### config.mk
export PLATFORM = sky130hd
export DESIGN_NAME = hazard_controller_flat
export DESIGN_NICKNAME = d
export VERILOG_FILES = /design/src/rtl/hazard_controller_if.sv /design/src/rtl/hazard_controller.sv /design/src/flat_wrapper.sv
export SDC_FILE = /design/constraint.sdc
export NUM_CORES = 1
export LEC_CHECK = 0
export BUFFER_PORTS_ARGS = -buffer_cell sky130_fd_sc_hd__buf_2
export CORE_MARGIN = 2
export CORE_UTILIZATION = 30
export CTS_CLUSTER_DIAMETER = 60
export DETAILED_ROUTE_END_ITERATION = 8
export GPL_TIMING_DRIVEN = 0
export PLACE_DENSITY = 0.53
export REMOVE_ABC_BUFFERS = 1
export SLEW_MARGIN = 20
export SYNTH_ARGS = -nofsm -noshare
export SYNTH_HDL_FRONTEND = slang
export SYNTH_SLANG_ARGS = --single-unit
### constraint.sdc
create_clock -name clk -period 3.6 [get_ports clk]
set_clock_uncertainty 0.15 [all_clocks]
set_input_delay 0.54 -clock clk [delete_from_list [all_inputs] [get_ports clk]]
set_output_delay 0.54 -clock clk [all_outputs]
set_load 0.05 [all_outputs]
### src/rtl/hazard_controller_if.sv
// Hazard controller handshake bundle between pipeline and controller.
// stall_count exists only when HAZARD_STALL_COUNT_EN is defined.
interface hazard_controller_if;
  logic       ID_RegRs;
  logic       ID_RegRt;
  logic       EX_RegRt;
  logic       EX_MemRead;
  logic       EX_BranchTaken;
  logic       MEM_MemAccess;
  logic       dmem_ack;
  logic       dmem_req;
  logic       PC_Write;
  logic       IF_ID_Write;
  logic       ID_EX_Bubble;
  logic       IF_ID_Flush;
  logic       ID_EX_Flush;
  logic       Pipe_Hold;
  logic       mem_timeout;
  logic [1:0] state;
`ifdef HAZARD_STALL_COUNT_EN
  logic [7:0] stall_count;
`endif

  // Pipeline side
  modport master (
    output ID_RegRs, ID_RegRt,
    output EX_RegRt, EX_MemRead,
    output EX_BranchTaken,
    output MEM_MemAccess, dmem_ack,
    input  dmem_req, PC_Write,
    input  IF_ID_Write, ID_EX_Bubble,
    input  IF_ID_Flush, ID_EX_Flush,
    input  Pipe_Hold, mem_timeout,
    input  state
`ifdef HAZARD_STALL_COUNT_EN
    , input stall_count
`endif
  );

  // Controller side
  modport slave (
    input  ID_RegRs, ID_RegRt,
    input  EX_RegRt, EX_MemRead,
    input  EX_BranchTaken,
    input  MEM_MemAccess, dmem_ack,
    output dmem_req, PC_Write,
    output IF_ID_Write, ID_EX_Bubble,
    output IF_ID_Flush, ID_EX_Flush,
    output Pipe_Hold, mem_timeout,
    output state
`ifdef HAZARD_STALL_COUNT_EN
    , output stall_count
`endif
  );
endinterface

### src/rtl/hazard_controller.sv
// Pipeline hazard FSM: memory wait, branch flush, load-use stall.
// Define HAZARD_STALL_COUNT_EN to add the saturating stall_count output.
module hazard_controller (
  input logic                clk,
  input logic                rst_n,
  hazard_controller_if.slave bus
);
  typedef enum logic [1:0] {
    RUN        = 2'b00,
    LOAD_STALL = 2'b01,
    MEM_WAIT   = 2'b10
  } state_t;

  state_t     r_state;
  state_t     w_next;
  logic [3:0] r_wait_cnt;
  logic       r_timeout;
  logic       w_hazard;
  logic       w_mem_stall;
  logic       w_to_hit;
  logic       w_req;
  logic       w_pcw;
  logic       w_ifw;
  logic       w_bub;
  logic       w_flush;
  logic       w_hold;

  assign w_hazard = bus.EX_MemRead
                  && (bus.EX_RegRt != 1'b0)
                  && ((bus.EX_RegRt == bus.ID_RegRs)
                   || (bus.EX_RegRt == bus.ID_RegRt));

  assign w_mem_stall = bus.MEM_MemAccess && !bus.dmem_ack;

  // Fifteenth MEM_WAIT cycle still without ack
  assign w_to_hit = (r_state == MEM_WAIT)
                  && !bus.dmem_ack
                  && (r_wait_cnt == 4'd14);

  // State, wait counter and sticky timeout flag
  always_ff @(posedge clk or negedge rst_n) begin
    if (!rst_n) begin
      r_state    <= RUN;
      r_wait_cnt <= '0;
      r_timeout  <= 1'b0;
    end else begin
      r_state <= w_next;
      if (r_state != MEM_WAIT && w_next == MEM_WAIT)
        r_wait_cnt <= '0;
      else if (r_state == MEM_WAIT)
        r_wait_cnt <= r_wait_cnt + 4'd1;
      if (w_to_hit)
        r_timeout <= 1'b1;
    end
  end

  // Next state and pipeline controls, priority mem > branch > load-use
  always_comb begin
    w_next  = RUN;
    w_req   = 1'b0;
    w_pcw   = 1'b1;
    w_ifw   = 1'b1;
    w_bub   = 1'b0;
    w_flush = 1'b0;
    w_hold  = 1'b0;
    case (r_state)
      RUN: begin
        w_req = bus.MEM_MemAccess;
        if (w_mem_stall) begin
          w_hold = 1'b1;
          w_pcw  = 1'b0;
          w_ifw  = 1'b0;
          w_next = MEM_WAIT;
        end else if (bus.EX_BranchTaken) begin
          w_flush = 1'b1;
        end else if (w_hazard) begin
          w_pcw  = 1'b0;
          w_ifw  = 1'b0;
          w_bub  = 1'b1;
          w_next = LOAD_STALL;
        end
      end
      LOAD_STALL: begin
        w_req = bus.MEM_MemAccess;
        if (w_mem_stall) begin
          w_hold = 1'b1;
          w_pcw  = 1'b0;
          w_ifw  = 1'b0;
          w_next = MEM_WAIT;
        end
      end
      MEM_WAIT: begin
        w_req  = 1'b1;
        w_hold = 1'b1;
        w_pcw  = 1'b0;
        w_ifw  = 1'b0;
        if (!bus.dmem_ack && !w_to_hit)
          w_next = MEM_WAIT;
      end
      default: w_next = RUN;
    endcase
    if (!rst_n) begin
      w_req   = 1'b0;
      w_pcw   = 1'b1;
      w_ifw   = 1'b1;
      w_bub   = 1'b0;
      w_flush = 1'b0;
      w_hold  = 1'b0;
    end
  end

  assign bus.dmem_req     = w_req;
  assign bus.PC_Write     = w_pcw;
  assign bus.IF_ID_Write  = w_ifw;
  assign bus.ID_EX_Bubble = w_bub;
  assign bus.IF_ID_Flush  = w_flush;
  assign bus.ID_EX_Flush  = w_flush;
  assign bus.Pipe_Hold    = w_hold;
  assign bus.mem_timeout  = r_timeout;
  assign bus.state        = r_state;

`ifdef HAZARD_STALL_COUNT_EN
  logic [7:0] r_stall_cnt;

  // Saturating count of cycles with the PC frozen
  always_ff @(posedge clk or negedge rst_n) begin
    if (!rst_n)
      r_stall_cnt <= '0;
    else if (!w_pcw && r_stall_cnt != 8'hFF)
      r_stall_cnt <= r_stall_cnt + 8'd1;
  end

  assign bus.stall_count = r_stall_cnt;
`endif
endmodule

### src/flat_wrapper.sv
// flat-port wrapper written by rule: the top's interface ports become plain ports
module hazard_controller_flat 
  (clk, rst_n, bus_ID_RegRs, bus_ID_RegRt, bus_EX_RegRt, bus_EX_MemRead, bus_EX_BranchTaken, bus_MEM_MemAccess, bus_dmem_ack, bus_dmem_req, bus_PC_Write, bus_IF_ID_Write, bus_ID_EX_Bubble, bus_IF_ID_Flush, bus_ID_EX_Flush, bus_Pipe_Hold, bus_mem_timeout, bus_state);
  hazard_controller_if bus_i ();
  input logic clk;
  input logic rst_n;
  input wire logic [$bits(bus_i.ID_RegRs)-1:0] bus_ID_RegRs;
  input wire logic [$bits(bus_i.ID_RegRt)-1:0] bus_ID_RegRt;
  input wire logic [$bits(bus_i.EX_RegRt)-1:0] bus_EX_RegRt;
  input wire logic [$bits(bus_i.EX_MemRead)-1:0] bus_EX_MemRead;
  input wire logic [$bits(bus_i.EX_BranchTaken)-1:0] bus_EX_BranchTaken;
  input wire logic [$bits(bus_i.MEM_MemAccess)-1:0] bus_MEM_MemAccess;
  input wire logic [$bits(bus_i.dmem_ack)-1:0] bus_dmem_ack;
  output wire logic [$bits(bus_i.dmem_req)-1:0] bus_dmem_req;
  output wire logic [$bits(bus_i.PC_Write)-1:0] bus_PC_Write;
  output wire logic [$bits(bus_i.IF_ID_Write)-1:0] bus_IF_ID_Write;
  output wire logic [$bits(bus_i.ID_EX_Bubble)-1:0] bus_ID_EX_Bubble;
  output wire logic [$bits(bus_i.IF_ID_Flush)-1:0] bus_IF_ID_Flush;
  output wire logic [$bits(bus_i.ID_EX_Flush)-1:0] bus_ID_EX_Flush;
  output wire logic [$bits(bus_i.Pipe_Hold)-1:0] bus_Pipe_Hold;
  output wire logic [$bits(bus_i.mem_timeout)-1:0] bus_mem_timeout;
  output wire logic [$bits(bus_i.state)-1:0] bus_state;
  assign bus_i.ID_RegRs = bus_ID_RegRs;
  assign bus_i.ID_RegRt = bus_ID_RegRt;
  assign bus_i.EX_RegRt = bus_EX_RegRt;
  assign bus_i.EX_MemRead = bus_EX_MemRead;
  assign bus_i.EX_BranchTaken = bus_EX_BranchTaken;
  assign bus_i.MEM_MemAccess = bus_MEM_MemAccess;
  assign bus_i.dmem_ack = bus_dmem_ack;
  assign bus_dmem_req = bus_i.dmem_req;
  assign bus_PC_Write = bus_i.PC_Write;
  assign bus_IF_ID_Write = bus_i.IF_ID_Write;
  assign bus_ID_EX_Bubble = bus_i.ID_EX_Bubble;
  assign bus_IF_ID_Flush = bus_i.IF_ID_Flush;
  assign bus_ID_EX_Flush = bus_i.ID_EX_Flush;
  assign bus_Pipe_Hold = bus_i.Pipe_Hold;
  assign bus_mem_timeout = bus_i.mem_timeout;
  assign bus_state = bus_i.state;
  hazard_controller u_core (.clk(clk), .rst_n(rst_n), .bus(bus_i));
endmodule
==> impl_metrics.ini, run 1 <==
[status]
status = completed

[placed_design]
dpl.cell_count = 72
gp_congestion = 0.676
hpwl_um = 636
port_buffers = 18
pre_cts_ws_ns = 1.36

[drt]
drt-wirelength-per-cell_um = 10.1
antenna_left = 0
via_count = 359
drt-initial-drc-count = 8
wl_um = 780
avgViaCountPerCell = 4.66
first_pass_iters = 2
drc = 0

[global_routing]
track_usage = 0.120
antenna_found_initial = 0
grt_pass1_vias = 297
grt_max_degree = 13
grt-ovfl-total = 0
grt_pass1_wl_um = 1280

[critical_path]
crit_path_end_kind = output port
critical_path.startpoint_type = input pin
arrival_ns = 1.76
worst_path_most_repeated_cell = buf_2
cp-startpoint = rst_n
worstReg2RegStart = u_core.bus.state[1]$_DFF_PN0_
r2r_setup_slack_ns = 2.26
crit_fanout = 12
worstPathRequired_ns = 2.91
crit_family = buffers and inverters
path_cells = dlygate4sd3_1 -> buf_2 -> a21boi_0 -> buf_2
crit_type = in -> out
reg2reg_to = u_core.r_wait_cnt[1]$_DFFE_PN0P_
critical_path_depth = 4
cp_slowest_cell = dlygate4sd3_1
crit_end = bus_dmem_req
crit_path_max_incr_delay_ns = 0.52
reg2reg_depth = 3
cp.buffers_inverters = 3

[finish]
utilization = 0.415
drive_gt1_frac = 0.371
final_common_cell = buf_2
synthToLayoutAreaGrowth_pct = 30.1
fin_nets = 74
final_cell_mix = 18 x buf_2, 7 x dfrtp_1, 4 x nor2_1, 3 x and3_1, 3 x clkbuf_4
stdcell_count = 77
insertedDiodeCount = 0
multiInputGateArea_um2 = 216
final.fill_count = 152
seqCellArea_um2 = 175

[clock_tree]
cts_tree = done
cts_setup_buffers = 0
cts_resized = 0
ctsHtreeMaxLevel = 1
ctsLongestPathBuffers = 2
cts_root_buf = clkbuf_4
clk_pin_slew_worst_paths_ns = 0.05
postCtsHoldBufs = 1
clock_latency_ns = 0.25
numCtsBuffers = 3
clock-sinks = 7

[die]
dieArea_um2 = 1700
die_x_um = 41.2
io_pins = 19
coreArea_um2 = 1300
start_util = 0.319
core.rowCount = 13
die_height_um = 41.2

[sta]
grt_setup_unrepaired = false
tightest_slew_ns = 0.357
whs_ns = 0.299
setup_slack_ns = 1.15
relSlewSlack = 0.762
final-hold-violation-count = 0
finalMaxSlewViolations = 0
fmax_mhz = 407
setup_tns_ns = 0
period_minus_slack_ns = 2.45
post-route-period-util = 0.682
setup_viol = 0

[min_path]
hold_class = reg -> reg
hold_start = u_core.bus.mem_timeout$_DFFE_PN0P_

[logic_synthesis]
netlist_area_um2 = 415
syn_avg_cell_area_um2 = 9.89
synth_cell_type_count = 25
synth_seq_cells = 7
ys_seq_area_frac = 0.422
yosysWarnings = 0
synthCells = 42

[flow_run]
maxCapViolations = 0

[power]
power-per-cell-area_nw_per_um2 = 534
p_leak_nw = 0.290
peakVddDrop_v = 0.000245
-- worst min path at each step --
stage,cells past startpoint,endpoint,slack [ns]
after floorplan,0,u_core.bus.mem_timeout$_DFFE_PN0P_,0.09
after global placement,1,u_core.bus.state[0]$_DFF_PN0_,0.27
after detailed placement,1,u_core.bus.state[0]$_DFF_PN0_,0.26
after CTS,1,u_core.bus.mem_timeout$_DFFE_PN0P_,0.30
after global routing,1,u_core.bus.mem_timeout$_DFFE_PN0P_,0.34
final,1,u_core.bus.mem_timeout$_DFFE_PN0P_,0.30
-- metrics by stage --
| stage | total power, W | area [um^2] |
|---|---|---|
| 2_1_floorplan | 0.000192 | 395 |
| 3_3_place_gp | 0.000219 | 504 |
| 3_5_place_dp | 0.000219 | 504 |
| 4_1_cts | 0.000293 | 541 |
| 5_1_grt | 0.000307 | 541 |
| 6_report | 0.000288 | 541 |
-- state kept, by name (all words and copies together), names as in the netlist --
| register | flops |
|---|---|
| u_core.r_wait_cnt | 4 |
| u_core.bus.state | 2 |
| u_core.bus.mem_timeout | 1 |
-- synthesized netlist by cell type (all sizes together) --
| cell type | count | area (um^2) |
|---|---|---|
| a21boi | 2 | 15.0 |
| o31ai | 2 | 15.0 |
| nor2 | 4 | 15.0 |
| or3b | 1 | 11.3 |
| nor2b | 2 | 12.5 |
| nand2b | 2 | 12.5 |
| nand3b | 1 | 7.51 |
| o211ai | 2 | 20.0 |
| o311ai | 1 | 8.76 |
| xnor2 | 1 | 8.76 |
| nand2 | 1 | 3.75 |
| inv | 1 | 3.75 |
| a21o | 1 | 7.51 |
| and3 | 3 | 18.8 |
| nor3 | 1 | 5.00 |
| dfrtp | 7 | 175 |
| buf | 3 | 20.0 |
| and2 | 1 | 6.26 |
| ha | 2 | 25.0 |
| xor2 | 1 | 8.76 |
| nand3 | 2 | 10.0 |
| o21ai | 1 | 5.00 |
-- worst register-to-register path, cell delays in order, from the launching register on --
cell and delay [ns]:
dfrtp_1 0.44, or3b_4 0.46, nand3_1 0.09, o21ai_1 0.07
-- routing by layer --
metal | global-route usage | part of all wire | wire length, um
met1 | 0.154 | 0.51 | 400
met2 | 0.164 | 0.44 | 340
met3 | 0.0652 | 0.050 | 39
met4 | 0.0484 | 0 | 0
met5 | 0 | 0 | 0
-- report_power, final --
| group | switching [W] | total (W) | internal [W] |
|---|---|---|---|
| Sequential | 0.0000185 | 0.000117 | 0.0000981 |
| Combinational | 0.0000668 | 0.000102 | 0.0000347 |
| Clock | 0.0000281 | 0.0000703 | 0.0000422 |
-- layout make-up --
cell class / count / area share
timing repair buffer: 19 / 0.185
clock buffer: 4 / 0.0486
sequential: 7 / 0.324
inverter: 1 / 0.00694
multi-input combinational: 31 / 0.400
tap: 15 / 0.0347
-- logic make-up (layout without fill, tap and decap cells) --
kind of cell,Yosys count,in the layout,share of synthesized area
compound gates,9,9,0.172
buf+inv,4,24,0.0572
xor+xnor,2,2,0.0422
fa+ha+maj,2,2,0.0602
flops,7,7,0.422
simple gates,18,18,0.247
Power figures use the tool's default switching activity.
==> inputs of run 2 (changes only) <==
- PLACE_DENSITY: 0.53 -> 0.55
- clock period: 3.6 -> 2.2 ns (I/O delays scaled with it)
==> run 2 against run 1 <==
Effect of this change: sequential share of layout area unchanged; clock power increased by 66%; power increased by 65%; cell area unchanged; critical endpoint unchanged.
==> impl_metrics.ini, run 2 (synthesis results as in run 1) <==
[status]
status = completed

[finish]
largest_register_ffs = 4
final.fill_count = 136
drive_gt1_frac = 0.371
synthToLayoutAreaGrowth_pct = 30.1
final_common_cell = buf_2
final_cell_mix = 18 x buf_2, 7 x dfrtp_1, 4 x nor2_1, 3 x and3_1, 3 x clkbuf_4
fin_nets = 74
top_register = u_core.r_wait_cnt
insertedDiodeCount = 0

[drt]
antenna_left = 0
top_layer = met4
first_pass_iters = 4
drt-met1-wl_um = 373
drc = 0
drt-initial-drc-count = 8
wl_um = 902
drt-wirelength-per-cell_um = 11.7
avgViaCountPerCell = 4.90
met2WireLength_um = 458
dr_wl_met3_um = 51
via_count = 377

[sta]
setup_viol = 0
finalMaxSlewViolations = 0
grt_setup_unrepaired = false
post-route-period-util = 0.954
relSlewSlack = 0.745
final-hold-violation-count = 0
period_minus_slack_ns = 2.10
tightest_slew_ns = 0.383
setup_slack_ns = 0.102
fmax_mhz = 477

[clock_tree]
cts_setup_buffers = 0
cts_tree = done
clk_pin_slew_worst_paths_ns = 0.05
cts_root_buf = clkbuf_4
cts_resized = 0
numCtsBuffers = 3
clock_latency_ns = 0.25
ctsHtreeMaxLevel = 1
ctsLongestPathBuffers = 2
clock-sinks = 7

[min_path]
hold_depth = 2
hold_class = in -> reg

[placed_design]
hpwl_um = 666
port_buffers = 18
pre_cts_ws_ns = 0.360
gp_congestion = 0.711

[die]
coreArea_um2 = 1300
die_height_um = 41.2
die_x_um = 41.2
io_pins = 19
dieArea_um2 = 1700
start_util = 0.319
core.rowCount = 13

[power]
power_w = 0.000475
p_leak_nw = 0.290
peakVddDrop_v = 0.000374
power-per-cell-area_nw_per_um2 = 879

[global_routing]
grt_max_degree = 13
antenna_found_initial = 0
grt_pass1_vias = 307
grt_pass1_wl_um = 1300
track_usage = 0.122
grt-ovfl-total = 0

[critical_path]
reg2reg_depth = 3
crit_path_end_kind = output port
crit_type = in -> out
arrival_ns = 1.62
worstPathRequired_ns = 1.72
crit_fanout = 12
critical_path.startpoint_type = input pin

[flow_run]
maxCapViolations = 0
run 2: cell counts in the layout (fill, tap and decap cells not counted):
No cell type changed its count.
run 2: final timing paths:
path	slack, ns	startpoint	end
setup / recovery	0.10	rst_n	bus_dmem_req
min in group asynchronous	0.34	rst_n	u_core.bus.state[0]$_DFF_PN0_
hold reg to reg	0.31	u_core.bus.mem_timeout$_DFFE_PN0P_	u_core.bus.mem_timeout$_DFFE_PN0P_
hold / removal	0.16	bus_dmem_ack	u_core.bus.state[1]$_DFF_PN0_
setup reg to reg	0.85	u_core.bus.state[1]$_DFF_PN0_	u_core.r_wait_cnt[3]$_DFFE_PN0P_
max in group asynchronous	1.37	rst_n	u_core.bus.state[1]$_DFF_PN0_
run 2: where the power goes:
group / internal (W) / switching (W) / total (W) / leakage [nW]
registers: 0.000161 / 0.0000285 / 0.000189 / 0.0929
logic: 0.0000565 / 0.000113 / 0.000169 / 0.183
clock network: 0.0000692 / 0.0000477 / 0.000117 / 0.0150
run 2: critical path, cell delays in order:
cell and delay (ns):
dlygate4sd3_1 0.53, buf_2 0.25, a21boi_0 0.22, buf_2 0.29
run 2: cell type report:
cell class	instances	area (um^2)	share of cell area
Clock buffer	4	26.3	0.0486
Inverter	1	3.75	0.00694
Multi-Input combinational cell	31	216	0.400
Sequential cell	7	175	0.324
Tap cell	15	18.8	0.0347
Timing Repair Buffer	19	100	0.185
run 2: timing repair:
action	4_1_cts	5_1_grt
setup endpoints to repair	0	0
endpoints found under the hold margin	7	0
hold buffers	1	0
run 2: metrics by stage:
stage                      util  hold slack (ns)  cells  cell area [um^2]  TNS [ns]
after global routing      0.415            0.192     77               541         0
after CTS                 0.415            0.153     77               541         0
final                     0.415            0.159     77               541         0
after floorplan               -           -0.116     39               395     -3.47
after detailed placement  0.388           0.0503     72               504         0
after global placement    0.388           0.0520     72               504         0
run 2: routing by layer:
| layer | global-route usage | vias to the layer above |
|---|---|---|
| met5 | 0 | - |
| met4 | 0.0726 | 0 |
| met3 | 0.0163 | 3 |
| met2 | 0.199 | 9 |
| met1 | 0.151 | 178 |
| li1 | - | 187 |
==> inputs of run 3 (changes only) <==
- PLACE_DENSITY: 0.55 -> unset
==> run 3 against run 2 <==
Effect of this change: via count down 2.1%; combinational power about the same; worst setup slack better by 0.039 ns; global-route usage up 0.11 points; utilization unchanged; worst hold slack better by 0.0023 ns; sequential power about the same; largest power group unchanged; critical path depth unchanged; sequential cell count unchanged.
==> impl_metrics.ini, run 3 (synthesis results as in run 1) <==
[finish]
final_common_cell = buf_2
fin_nets = 74
top_register = u_core.r_wait_cnt
largest_register_ffs = 4
insertedDiodeCount = 0
utilization = 0.415
stdcell_count = 77
drive_gt1_frac = 0.371
synthToLayoutAreaGrowth_pct = 30.1
final_cell_mix = 18 x buf_2, 7 x dfrtp_1, 4 x nor2_1, 3 x and3_1, 3 x clkbuf_4

[sta]
setup_slack_ns = 0.141
final-hold-violation-count = 0
finalMaxSlewViolations = 0
tightest_slew_ns = 0.370
setup_viol = 0
post-route-period-util = 0.936
relSlewSlack = 0.753
whs_ns = 0.161
fmax_mhz = 486
setup_tns_ns = 0
grt_setup_unrepaired = false
period_minus_slack_ns = 2.06

[critical_path]
cp_slowest_cell = or3b_4
crit_path_max_incr_delay_ns = 0.46
path_cells = or3b_4 -> nand2_1 -> o311ai_1 -> buf_2
r2r_setup_slack_ns = 0.85
crit_type = reg -> out
arrival_ns = 1.58
critical_path.startpoint_type = flop
crit_fanout = 8
reg2reg_depth = 3
crit_path_end_kind = output port
worstPathRequired_ns = 1.72

[die]
start_util = 0.319
dieArea_um2 = 1700
core.rowCount = 13
io_pins = 19
die_x_um = 41.2
coreArea_um2 = 1300
die_height_um = 41.2

[clock_tree]
cts_setup_buffers = 0
cts_resized = 0
postCtsHoldBufs = 1
numCtsBuffers = 3
cts_root_buf = clkbuf_4
ctsHtreeMaxLevel = 1
clk_pin_slew_worst_paths_ns = 0.05
clock-sinks = 7
cts_tree = done
clock_latency_ns = 0.25
ctsLongestPathBuffers = 2

[min_path]
hold_depth = 2
hold_class = in -> reg

[drt]
avgViaCountPerCell = 4.79
antenna_left = 0
drt-initial-drc-count = 8
drc = 0
drt-wirelength-per-cell_um = 10.9
wl_um = 842
first_pass_iters = 3
via_count = 369

[global_routing]
track_usage = 0.123
grt_pass1_wl_um = 1240
grt_pass1_vias = 289
grt_max_degree = 13
grt-ovfl-total = 0
antenna_found_initial = 0

[placed_design]
gp_congestion = 0.764
port_buffers = 18
pre_cts_ws_ns = 0.370
dpl.cell_count = 72

[power]
netSwitchingPower_w = 0.000186
p_comb_frac = 0.353
power-per-cell-area_nw_per_um2 = 873
clockPowerShare = 0.242
seq_power_share = 0.405
p_leak_nw = 0.290
peakVddDrop_v = 0.000485
p_sw_frac = 0.394
p_int_w = 0.000286

[status]
status = completed

[flow_run]
maxCapViolations = 0
run 3: cell counts in the layout (fill, tap and decap cells not counted):
Identical to the previous run, type by type.
run 3: layout make-up:
class | count | area, um^2
clock buffers | 4 | 26.3
fillers | 146 | 761
inverters | 1 | 3.75
multi-input cells | 31 | 216
flip-flops and latches | 7 | 175
well taps | 15 | 18.8
repair buffers | 19 | 100
run 3: final timing paths:
check / startpoint / to
setup / recovery: u_core.bus.state[1]$_DFF_PN0_ / bus_IF_ID_Write
hold / removal: bus_dmem_ack / u_core.bus.state[1]$_DFF_PN0_
setup reg to reg: u_core.bus.state[1]$_DFF_PN0_ / u_core.r_wait_cnt[1]$_DFFE_PN0P_
hold reg to reg: u_core.bus.mem_timeout$_DFFE_PN0P_ / u_core.bus.mem_timeout$_DFFE_PN0P_
max in group asynchronous: rst_n / u_core.bus.mem_timeout$_DFFE_PN0P_
min in group asynchronous: rst_n / u_core.r_wait_cnt[3]$_DFFE_PN0P_
run 3: critical path, delay by kind of cell (launching register included):
family,cells,cell delay [ns]
AO/OA/AOI/OAI,1,0.11
buffers and inverters,1,0.24
flip-flops,1,0.44
AND/OR/NAND/NOR,2,0.54
run 3: power by group through the flow:
stage / Combinational, W / Clock, W / Sequential, W
5_1_grt: 0.000189 / 0.000136 / 0.000195
4_1_cts: 0.000169 / 0.000119 / 0.000191
3_5_place_dp: 0.000167 / 0 / 0.000192
3_3_place_gp: 0.000164 / 0 / 0.000191
6_report: 0.000167 / 0.000114 / 0.000191
2_1_floorplan: 0.000111 / 0 / 0.000204
run 3: metrics by stage:
step           area (um^2)  power, W
2_1_floorplan          395  0.000314
3_3_place_gp           504  0.000356
3_5_place_dp           504  0.000359
4_1_cts                541  0.000479
5_1_grt                541  0.000519
6_report               541  0.000472
run 3: layer usage:
metal | part of all wire | wire (um) | track usage | vias to the layer above
met5 | 0 | 0 | 0 | -
met4 | 0.014 | 12 | 0.0484 | 0
met3 | 0.059 | 50 | 0.0978 | 2
met2 | 0.51 | 426 | 0.168 | 8
met1 | 0.42 | 353 | 0.141 | 171
li1 | - | - | - | 188
